`config.mk`:
```
export PLATFORM = sky130hd
export DESIGN_NAME = id_ibuf
export DESIGN_NICKNAME = d
export VERILOG_FILES = /design/src/rtl/id_ibuf_pkg.sv /design/src/rtl/id_ibuf_mem.sv /design/src/rtl/id_ibuf.sv
export SDC_FILE = /design/constraint.sdc
export NUM_CORES = 1
export LEC_CHECK = 0
export ABC_CLOCK_PERIOD_IN_PS = 19100
export BUFFER_PORTS_ARGS = -buffer_cell sky130_fd_sc_hd__buf_2
export CAP_MARGIN = 10
export CORE_UTILIZATION = 45
export DETAILED_ROUTE_END_ITERATION = 6
export GPL_ROUTABILITY_DRIVEN = 0
export PLACE_DENSITY = 0.76
export REMOVE_ABC_BUFFERS = 1
export SETUP_SLACK_MARGIN = 0.4
export SKIP_CTS_REPAIR_TIMING = 1
export SLEW_MARGIN = 20
export SYNTH_ARGS = -nofsm -noshare
export SYNTH_HDL_FRONTEND = slang
export SYNTH_HIERARCHICAL = 1
export SYNTH_SLANG_ARGS = --single-unit
```
`constraint.sdc`:
```
create_clock -name clock -period 19.1 [get_ports clock]
set_input_delay 3.82 -clock clock [delete_from_list [all_inputs] [get_ports clock]]
set_output_delay 3.82 -clock clock [all_outputs]
set_load 0.01 [all_outputs]
```
`src/rtl/id_ibuf_pkg.sv`:
```
// Shared constants and helpers for the fetch-to-decode instruction buffer.
package id_ibuf_pkg;

   localparam logic [31:0] INST_NOP = 32'h0000_0013;

   function automatic logic [31:0] sat_add32(
      input logic [31:0] a,
      input logic [31:0] b
   );
      logic [32:0] s;
      s = {1'b0, a} + {1'b0, b};
      return s[32] ? 32'hFFFF_FFFF : s[31:0];
   endfunction

endpackage

```
`src/rtl/id_ibuf_mem.sv`:
```
// Register array for the instruction buffer: one write port, one async read.
module ibuf_mem #(
   parameter int DEPTH = 4,
   parameter int W     = 97,
   localparam int AW   = $clog2(DEPTH)
) (
   input  logic          clock,
   input  logic          we_i,
   input  logic [AW-1:0] waddr_i,
   input  logic [W-1:0]  wdata_i,
   input  logic [AW-1:0] raddr_i,
   output logic [W-1:0]  rdata_o
);

   logic [W-1:0] mem_q [DEPTH];

   // No reset: entry validity lives entirely in the occupancy count.
   always_ff @(posedge clock) begin
      if (we_i) begin
         mem_q[waddr_i] <= wdata_i;
      end
   end

   assign rdata_o = mem_q[raddr_i];

endmodule

```
`src/rtl/id_ibuf.sv`:
```
// First-word-fall-through instruction buffer between fetch and decode,
// with single-cycle flush of all buffered entries.
module id_ibuf
   import id_ibuf_pkg::*;
#(
   parameter int XLEN  = 64,
   parameter int DEPTH = 4,
   localparam int CW   = $clog2(DEPTH) + 1
) (
   input  logic            clock,
   input  logic            reset,
   input  logic            in_valid_i,
   output logic            in_ready_o,
   input  logic [31:0]     in_inst_i,
   input  logic [XLEN-1:0] in_pc_i,
   input  logic            in_compressed_i,
   output logic            out_valid_o,
   input  logic            out_ready_i,
   output logic [31:0]     out_inst_o,
   output logic [XLEN-1:0] out_pc_o,
   output logic            out_compressed_o,
   input  logic            flush_i,
   output logic [CW-1:0]   count_o,
   output logic [31:0]     flush_cnt_o
);

   localparam int PW = $clog2(DEPTH);
   localparam int EW = 33 + XLEN;

   logic [PW-1:0] wr_ptr_q, wr_ptr_d;
   logic [PW-1:0] rd_ptr_q, rd_ptr_d;
   logic [CW-1:0] count_q, count_d;
   logic [31:0]   flush_cnt_q, flush_cnt_d;

   logic          full, empty, push, pop;
   logic [EW-1:0] wdata, rdata;

   assign full  = (count_q == CW'(DEPTH));
   assign empty = (count_q == '0);

   assign in_ready_o  = !full;
   assign out_valid_o = !empty;

   assign push = in_valid_i & in_ready_o & !flush_i;
   assign pop  = out_valid_o & out_ready_i & !flush_i;

   assign wdata = {in_compressed_i, in_pc_i, in_inst_i};

   ibuf_mem #(
      .DEPTH(DEPTH),
      .W    (EW)
   ) u_mem (
      .clock  (clock),
      .we_i   (push),
      .waddr_i(wr_ptr_q),
      .wdata_i(wdata),
      .raddr_i(rd_ptr_q),
      .rdata_o(rdata)
   );

   always_comb begin
      wr_ptr_d    = wr_ptr_q;
      rd_ptr_d    = rd_ptr_q;
      count_d     = count_q;
      flush_cnt_d = flush_cnt_q;
      if (flush_i) begin
         rd_ptr_d    = wr_ptr_q;
         count_d     = '0;
         flush_cnt_d = sat_add32(flush_cnt_q, 32'(count_q));
      end else begin
         if (push) wr_ptr_d = wr_ptr_q + 1'b1;
         if (pop)  rd_ptr_d = rd_ptr_q + 1'b1;
         case ({push, pop})
            2'b10:   count_d = count_q + 1'b1;
            2'b01:   count_d = count_q - 1'b1;
            default: count_d = count_q;
         endcase
      end
   end

   always_ff @(posedge clock or posedge reset) begin
      if (reset) begin
         wr_ptr_q    <= '0;
         rd_ptr_q    <= '0;
         count_q     <= '0;
         flush_cnt_q <= '0;
      end else begin
         wr_ptr_q    <= wr_ptr_d;
         rd_ptr_q    <= rd_ptr_d;
         count_q     <= count_d;
         flush_cnt_q <= flush_cnt_d;
      end
   end

   // Empty buffer presents a harmless NOP rather than stale array data.
   assign out_inst_o       = empty ? INST_NOP : rdata[31:0];
   assign out_pc_o         = empty ? '0 : rdata[32 +: XLEN];
   assign out_compressed_o = empty ? 1'b0 : rdata[EW-1];

   assign count_o     = count_q;
   assign flush_cnt_o = flush_cnt_q;

endmodule

```
After elaboration in Yosys (flattened, before gate mapping)
Memories as Yosys holds them, arrays and structs flattened.
Cells that the tools add are included.

word-level totals
  ROM bits = 0
  latch bits = 0
  register bits after elaboration = 39
  memories kept = 1
  output and inout bits = 134
  bits in writable memories = 388

memory list
  name         words  width  rd ports  clocked after Yosys merged registers in  write ports  line               text
  u_mem.mem_q  4      97     1         0                                        1            id_ibuf_mem.sv:15  logic [W-1:0] mem_q [DEPTH];

operators by class
  bitwise operators = 5
  reductions and logical operators = 7
  equal/unequal tests = 3
  $lt $le $gt $ge = 0
  div/mod/pow operators = 0
  shifts and indexed selects = 0
  $mul = 0
  add/subtract/negate cells = 5
  muxes and demuxes = 10

operators by type and width
  cell                   number
  $mux W32               2
  $mux W64               1
  $add A32 B3 Y33        1
  $pmux W3 S2            1
  $add A2 B1 Y2 const B  2
  $and A1 B1 Y1          4
  $mux W2                2
  $add A3 B1 Y3 const B  1
  $eq A3 B3 Y1 const B   1
  $logic_not A1 Y1       3
  $logic_not A3 Y1       1
  $mux W1                3
  $mux W3                1
  $reduce_bool A3 Y1     1
  $sub A3 B1 Y3 const B  1
  $eq A2 B1 Y1 const B   1
  $eq A2 B2 Y1 const B   1
  $reduce_and A2 Y1      1
  $reduce_bool A2 Y1     1
  $not A1 Y1             1

Longest topological paths before layout
Gate-level depths: netlist of run 1.

  depth in word-level cells = 7
  depth in mapped cells = 9
  mapped depth without buffers = 8

Hierarchy
The synthesis of run 1 kept the hierarchy.

by module, submodules not included
  module    times used  area an instance (µm²)  cells an instance  sequential area each (µm²)
  ibuf_mem  1           14015.9                 511                11651.2
  id_ibuf   1           2994.1                  359                975.9

Least setup slack after synthesis of run 1
No wires, ideal clock.

  path kind = input to register
  start point = in flush_i
  end point = mem u_mem.mem_q[0][0], enable pin
  setup slack = 6955 ps
  data required time = 18409 ps
  arrival = 11454 ps
  cell stages on the path = 4
  cell sequence = buf_2 -> nand2b_1 -> a21oi_1 -> nor3b_1

on the way
  cells in the longest elaborated chain, start to end = 4

RTL lines
  item                           line               text
  start, declared                id_ibuf.sv:22      input logic flush_i,
  $logic_not A1 Y1               id_ibuf.sv:44      assign push = in_valid_i & in_ready_o & !flush_i;
  $and A1 B1 Y1                  id_ibuf.sv:44
  via push                       id_ibuf.sv:35      logic full, empty, push, pop;
  $mux W1                        id_ibuf_mem.sv:19  if (we_i) begin
  $mux W1 (implied by the code)  id_ibuf_mem.sv:20  mem_q[waddr_i] <= wdata_i;
  end, declared                  id_ibuf_mem.sv:15

The timed path passes the listed nets, and every way through them passes these cells.

Worst setup path in the final report of run 1
  start point = reg rd_ptr_q[0]
  end point = out out_inst_o[13]

on the way
  cells in the longest elaborated chain, start to end = 2

RTL lines
  item                    line           text
  start, declared         id_ibuf.sv:31  logic [PW-1:0] rd_ptr_q, rd_ptr_d;
  start signal, assigned  id_ibuf.sv:89  rd_ptr_q <= rd_ptr_d;
  $mem_v2 Z4 W97          --
  via rdata[13]           id_ibuf.sv:36  logic [EW-1:0] wdata, rdata;
  $mux W32                id_ibuf.sv:96  assign out_inst_o = empty ? INST_NOP : rdata[31:0];
  end, declared           id_ibuf.sv:19  output logic [31:0] out_inst_o,

The timed path passes the listed nets, and every way through them passes these cells.

==> impl_metrics.py, run 1 <==
metrics = {
    "clock_tree": {
        "cts.sinks": 427,
        "clk_latency_ns": 0.55,
        "cts_buffers": 44,
        "htree_levels": 2,
        "cts_tree": "built",
        "clkTransAtPathRegs_ns": 0.06,
        "root_buffer": "clkbuf_16",
        "clk_path_buf_depth": 3,
    },
    "sta": {
        "hold_violations": 0,
        "slew_headroom_pct": 23.3,
        "worst_pin_slew_ns": 1.15,
        "final.period_utilization_pct": 39.4,
        "fin_crit_ns": 7.53,
        "tns_ns": 0,
        "rsz0062_at_grt": "false",
        "clock_skew_ns": 0.0184,
        "finalSetupViolCount": 0,
        "fmax_mhz": 133,
        "drv_slew": 0,
    },
    "final_layout": {
        "fin_util_pct": 54.3,
        "fin_nets": 1226,
        "syn2layout_area_growth_pct": 17.7,
        "num-fill-cells": 2874,
        "layout_commonest_cell": "edfxtp_1",
        "most-common-layout-cells": "edfxtp_1, buf_2, mux4_2, and2_1, clkbuf_16",
        "drive_above_1_share_pct": 36.8,
    },
    "route": {
        "wire_per_inst_um": 21.3,
        "vias": 9005,
        "firstDrtPassIters": 6,
        "vias_per_cell": 5.43,
        "first_iter_violations": 503,
        "drc": 0,
        "finalWirelength_mm": 35.3,
        "antenna_left": 0,
    },
    "critical_path": {
        "end_kind": "output pin",
        "reg2reg_depth": 4,
        "crit_fanout": 36,
        "r2r_end": "u_mem/mem_q[2][84]$_DFFE_PP_",
        "cp.required_ns": 15.28,
        "rrSetupSlack_ns": 15.81,
        "critPathArrivalTime_ns": 3.71,
        "crit_type": "flop to output pin",
        "reg2reg_from": "count_o[1]$_DFFE_PP0P_",
        "cp-start-kind": "flop",
    },
    "hold_path": {
        "hold_end": "flush_cnt_o[0]$_DFFE_PP0P_",
        "hold_class": "flop to flop",
        "min-delay-start": "flush_cnt_o[0]$_DFFE_PP0P_",
        "whs_path_depth": 2,
    },
    "yosys": {
        "synth_top_cell_by_area": "edfxtp_1",
        "yosysSeqAreaShare_pct": 74.2,
        "ys_async_sr_fraction_pct": 9.13,
        "syn_inst": 870,
        "synth_area_leaders": "edfxtp_1, mux4_2, dfrtp_1",
        "yosys.cell_types.count": 47,
        "synth_area_per_cell_um2": 19.6,
        "netlist.area_leader.share_pct": 68.5,
        "syn_area_um2": 17000,
        "synth-edff-count": 388,
        "ys_ff_latch": 427,
        "yosysWarnings": 6,
        "synthFlopType": "edfxtp_1",
    },
    "floorplan": {
        "row_count": 70,
        "ios": 236,
        "die_area_um2": 38600,
        "start_util_pct": 46.1,
        "die_width_um": 196,
        "die_y_um": 196,
        "core_area_um2": 36900,
    },
    "power_and_ir_drop": {
        "p_sw_share_pct": 27.4,
        "comb_power_share_pct": 23.5,
        "max-vdd-ir-drop_mv": 0.102,
        "power.switching_uw": 710,
        "power_density_nw_per_um2": 129,
        "clkPwrFrac_pct": 30.5,
        "total_leakage_power_uw": 0.00714,
        "p_seq_share_pct": 46.0,
        "power.internal_uw": 1880,
    },
    "global_routing": {
        "grt_pass1_wl_mm": 53.9,
        "grt_max_degree": 88,
        "antenna_found_initial": 9,
        "grt-ovfl-total": 0,
        "track_usage_pct": 18.6,
        "grt_pass1_vias": 9274,
    },
    "placed_design": {
        "io_buffers": 235,
        "post-dp-hpwl_mm": 20.9,
    },
    "run_status": {
        "outcome": "completed",
    },
    "flow_run": {
        "drv_cap": 0,
    },
}
-- worst max-delay path, stage by stage, from the launching register on --
cell and delay [ns]:
dfrtp_4 0.89, buf_4 0.71, buf_4 0.65, mux4_2 0.59, and2_1 0.16, buf_2 0.14
-- per-stage QoR --
stage | total power (uW) | hold WS, ns | instance area, um^2 | std cells | setup WS [ns]
after floorplan | 1650 | 0.504 | 16800 | 827 | 7.10
after global placement | 1820 | 0.519 | 18700 | 1576 | 12.01
after detailed placement | 1830 | 0.512 | 18700 | 1576 | 11.99
after CTS | 2630 | 0.527 | 20000 | 1651 | 11.37
after global routing | 2710 | 0.551 | 20000 | 1656 | 11.17
final | 2590 | 0.520 | 20000 | 1657 | 11.57
-- state kept, by name, indices dropped and copies added (netlist names) --
signal and count:
count_o 3, u_mem/mem_q 388, flush_cnt_o 32, rd_ptr_q 2, wr_ptr_q 2
-- kinds of logic (layout without fill, tap and decap cells) --
kind of cell             Yosys count  after routing  share of synthesized area, %
AO/OA/AOI/OAI                     45             45                          1.85
XOR/XNOR                          15             15                         0.772
adder cells (fa/ha/maj)            5              5                         0.456
buffers and inverters             52            330                          1.64
flip-flops                       427            427                          74.2
multiplexers                     106            106                          13.4
other                              0              5                             0
AND/OR/NAND/NOR                  220            220                          7.64
-- worst max path at each step --
stage,to,startpoint
3_3_place_gp,out_pc_o[11],rd_ptr_q[0]$_DFFE_PP0P_
3_5_place_dp,out_pc_o[11],rd_ptr_q[0]$_DFFE_PP0P_
6_report,out_inst_o[13],rd_ptr_q[0]$_DFFE_PP0P_
5_1_grt,out_inst_o[13],rd_ptr_q[0]$_DFFE_PP0P_
2_1_floorplan,u_mem/mem_q[0][0]$_DFFE_PP_,flush_i
4_1_cts,out_inst_o[13],rd_ptr_q[0]$_DFFE_PP0P_
-- cell usage after synthesis, types with 2 or more instances --
library cell  count
nand3_1          20
nand4b_1          2
and3_1            6
dfrtp_1          39
buf_8             4
inv_1             9
o21ai_0          15
nor2_1           11
and2_1           96
mux2_2            2
xor2_1            5
a31oi_1           7
nor3_1            7
xnor2_1          10
o41ai_2           4
edfxtp_1        388
or4_1             4
and3b_1           2
nand2b_1          7
mux2_1            3
buf_2            13
o31ai_1           4
a2111oi_0         2
and4_1            4
ha_1              3
a211oi_1          2
nand4_1           9
clkbuf_1         23
buf_6             3
mux2i_1           4
nor4_1           11
nand2_1          30
fa_1              2
a21oi_1           7
mux4_2           97
or3_1             4
-- metal layers --
layer | part of all wire, % | global-route usage, % | vias to the layer above
li1 | - | - | 4004
met1 | 44 | 25.8 | 4649
met2 | 48 | 29.2 | 287
met3 | 6.4 | 4.72 | 55
met4 | 2.0 | 5.35 | 10
met5 | 0.18 | 0 | -
-- final cells by class --
class	instances	area (um^2)	area share, %
diodes	5	12.5	0.0625
clock buffers	50	1140	5.72
clock inverters	25	170	0.850
inverters	9	33.8	0.169
multi-input cells	391	4130	20.6
flip-flops and latches	427	12600	63.1
well taps	504	631	3.15
repair buffers	246	1270	6.32
-- power by group through the flow --
stage,Sequential [uW],Clock (uW),Combinational (uW)
after global routing,1210,848,661
after detailed placement,1210,0,620
after floorplan,1250,0,406
after global placement,1210,0,611
after CTS,1200,812,623
final,1190,791,608
Power figures use the tool's default switching activity.
==> run 2, diff against run 1 <==
--- a/config.mk
+++ b/config.mk
@@ -5,13 +5,14 @@
 export SDC_FILE = /design/constraint.sdc
 export NUM_CORES = 1
 export LEC_CHECK = 0
-export ABC_CLOCK_PERIOD_IN_PS = 19100
+export ABC_AREA = 1
+export ABC_CLOCK_PERIOD_IN_PS = 6100
 export BUFFER_PORTS_ARGS = -buffer_cell sky130_fd_sc_hd__buf_2
 export CAP_MARGIN = 10
 export CORE_UTILIZATION = 45
 export DETAILED_ROUTE_END_ITERATION = 6
 export GPL_ROUTABILITY_DRIVEN = 0
-export PLACE_DENSITY = 0.76
+export PLACE_DENSITY = 0.78
 export REMOVE_ABC_BUFFERS = 1
 export SETUP_SLACK_MARGIN = 0.4
 export SKIP_CTS_REPAIR_TIMING = 1
==> constraint.sdc (replaced) <==
create_clock -name clock -period 6.1 [get_ports clock]
set_input_delay 1.22 -clock clock [delete_from_list [all_inputs] [get_ports clock]]
set_output_delay 1.22 -clock clock [all_outputs]
set_load 0.01 [all_outputs]
==> impl_metrics.py, run 2 <==
metrics = {
    "run_status": {
        "outcome": "completed",
    },
    "sta": {
        "drv_slew": 0,
        "fin_crit_ns": 4.49,
        "fmax_mhz": 223,
        "final.period_utilization_pct": 73.6,
        "clock_skew_ns": 0.0180,
        "finalSetupViolCount": 0,
        "hold_violations": 0,
        "worst_pin_slew_ns": 1.08,
        "rsz0062_at_grt": "false",
        "tns_ns": 0,
        "slew_headroom_pct": 28.1,
        "worst_slack_ns": 1.61,
    },
    "route": {
        "finalWirelength_mm": 43.6,
        "antenna_left": 0,
        "vias_per_cell": 4.79,
        "vias": 13944,
        "wire_per_inst_um": 14.9,
        "first_iter_violations": 1020,
        "drc": 0,
        "firstDrtPassIters": 6,
    },
    "placed_design": {
        "post-dp-hpwl_mm": 25.7,
        "io_buffers": 235,
        "place_ws_ns": 2.22,
        "place_inst": 2825,
    },
    "yosys": {
        "synthFlopType": "edfxtp_1",
        "synth_area_per_cell_um2": 9.51,
        "yosys.cell_types.count": 35,
        "yosysSeqAreaShare_pct": 64.4,
        "netlist.area_leader.share_pct": 59.4,
        "ys_async_sr_fraction_pct": 9.13,
        "synth-edff-count": 388,
        "yosysWarnings": 6,
        "ys_ff_latch": 427,
        "yosys-top-cells-count": "nand2_1, inv_1, edfxtp_1",
        "syn_area_um2": 19600,
        "synth_area_leaders": "edfxtp_1, nand2_1, inv_1",
        "synth_top_cell_by_area": "edfxtp_1",
        "synth.most_common_cell": "nand2_1",
        "syn_inst": 2063,
    },
    "final_layout": {
        "largest_reg_flops": 388,
        "ff_latch_area_um2": 12600,
        "num-fill-cells": 3798,
        "fin_nets": 2394,
        "fin_util_pct": 52.6,
        "multiInputGateArea_um2": 4530,
        "instances_no_fill": 2914,
        "most-common-layout-cells": "nand2_1, inv_1, edfxtp_1, buf_2, nand3_1",
        "drive_above_1_share_pct": 15.5,
        "regMostFlops": "u_mem/mem_q",
        "layout_commonest_cell": "nand2_1",
        "syn2layout_area_growth_pct": 15.4,
    },
    "clock_tree": {
        "cts.sinks": 427,
        "clk_path_buf_depth": 3,
        "cts_buffers": 45,
        "clk_latency_ns": 0.57,
        "root_buffer": "clkbuf_16",
        "cts_tree": "built",
        "clkTransAtPathRegs_ns": 0.06,
        "htree_levels": 2,
    },
    "critical_path": {
        "crit_type": "flop to output pin",
        "end_kind": "output pin",
        "crit_fanout": 107,
        "cp-start-kind": "flop",
        "cp.required_ns": 4.88,
        "critPathArrivalTime_ns": 3.27,
    },
    "floorplan": {
        "die_width_um": 211,
        "start_util_pct": 45.6,
        "die_area_um2": 44400,
        "core_area_um2": 43000,
        "row_count": 76,
        "die_y_um": 211,
        "ios": 236,
    },
    "global_routing": {
        "grt_pass1_vias": 13747,
        "track_usage_pct": 19.6,
        "grt_pass1_wl_mm": 68.1,
        "grt_max_degree": 108,
        "grt-ovfl-total": 0,
        "antenna_found_initial": 11,
    },
    "power_and_ir_drop": {
        "max-vdd-ir-drop_mv": 0.340,
        "total_leakage_power_uw": 0.0110,
        "power_density_nw_per_um2": 429,
        "p_total_uw": 9720,
    },
    "flow_run": {
        "drv_cap": 0,
    },
    "hold_path": {
        "hold_class": "flop to flop",
    },
}
run 2: final cells by class:
cell class | count | share of cell area, %
multi-input combinational | 1029 | 20.0
clock inverter | 26 | 0.918
timing repair buffer | 255 | 5.86
tap | 585 | 3.24
clock buffer | 57 | 5.22
sequential | 427 | 55.9
antenna | 6 | 0.0664
inverter | 529 | 8.82
run 2: final timing paths:
check | startpoint | endpoint | slack, ns | cells after the start
hold / removal | flush_cnt_o[2]$_DFFE_PP0P_ | flush_cnt_o[2]$_DFFE_PP0P_ | 0.54 | 2
min in group asynchronous | reset | flush_cnt_o[26]$_DFFE_PP0P_ | 0.79 | 3
setup reg to reg | count_o[1]$_DFFE_PP0P_ | u_mem/mem_q[2][29]$_DFFE_PP_ | 3.13 | 8
setup / recovery | rd_ptr_q[0]$_DFFE_PP0P_ | out_inst_o[0] | 1.61 | 7
max in group asynchronous | reset | rd_ptr_q[0]$_DFFE_PP0P_ | 4.91 | 3
hold reg to reg | flush_cnt_o[2]$_DFFE_PP0P_ | flush_cnt_o[2]$_DFFE_PP0P_ | 0.54 | 2
run 2: cells by family after synthesis:
group                    Yosys count  synth area share, %
adder cells (fa/ha/maj)            5                0.396
flip-flops                       427                 64.4
AND/OR/NAND/NOR                  993                 21.5
XOR/XNOR                          12                0.536
AO/OA/AOI/OAI                     19                0.523
buffers and inverters            607                 12.6
run 2: where the power goes:
group | internal [uW] | leakage, uW | switching, uW
Combinational | 1080 | 0.00629 | 2320
Sequential | 3540 | 0.00402 | 195
Clock | 1500 | 0.000684 | 1090
Total | 6120 | 0.0110 | 3600
run 2: per-layer routing:
metal / vias up / GRT usage, % / wire, um
li1: 6806 / - / -
met3: 89 / 4.56 / 2730
met4: 10 / 7.50 / 992
met2: 391 / 35.0 / 22200
met5: - / 0 / 57
met1: 6648 / 22.8 / 17600
run 2: worst max-delay path: stages (launching register included):
cell,delay (ns)
dfrtp_4,0.70
inv_6,0.68
buf_4,0.53
nand2_1,0.10
nand3_1,0.08
nand2_1,0.08
or2_2,0.29
buf_2,0.14
run 2: metrics by stage:
stage               hold slack (ns)  instance area, um^2
global placement              0.517                21200
floorplan                     0.506                19100
global route                  0.575                22600
finish                        0.541                22600
detailed placement            0.530                21200
CTS                           0.545                22600
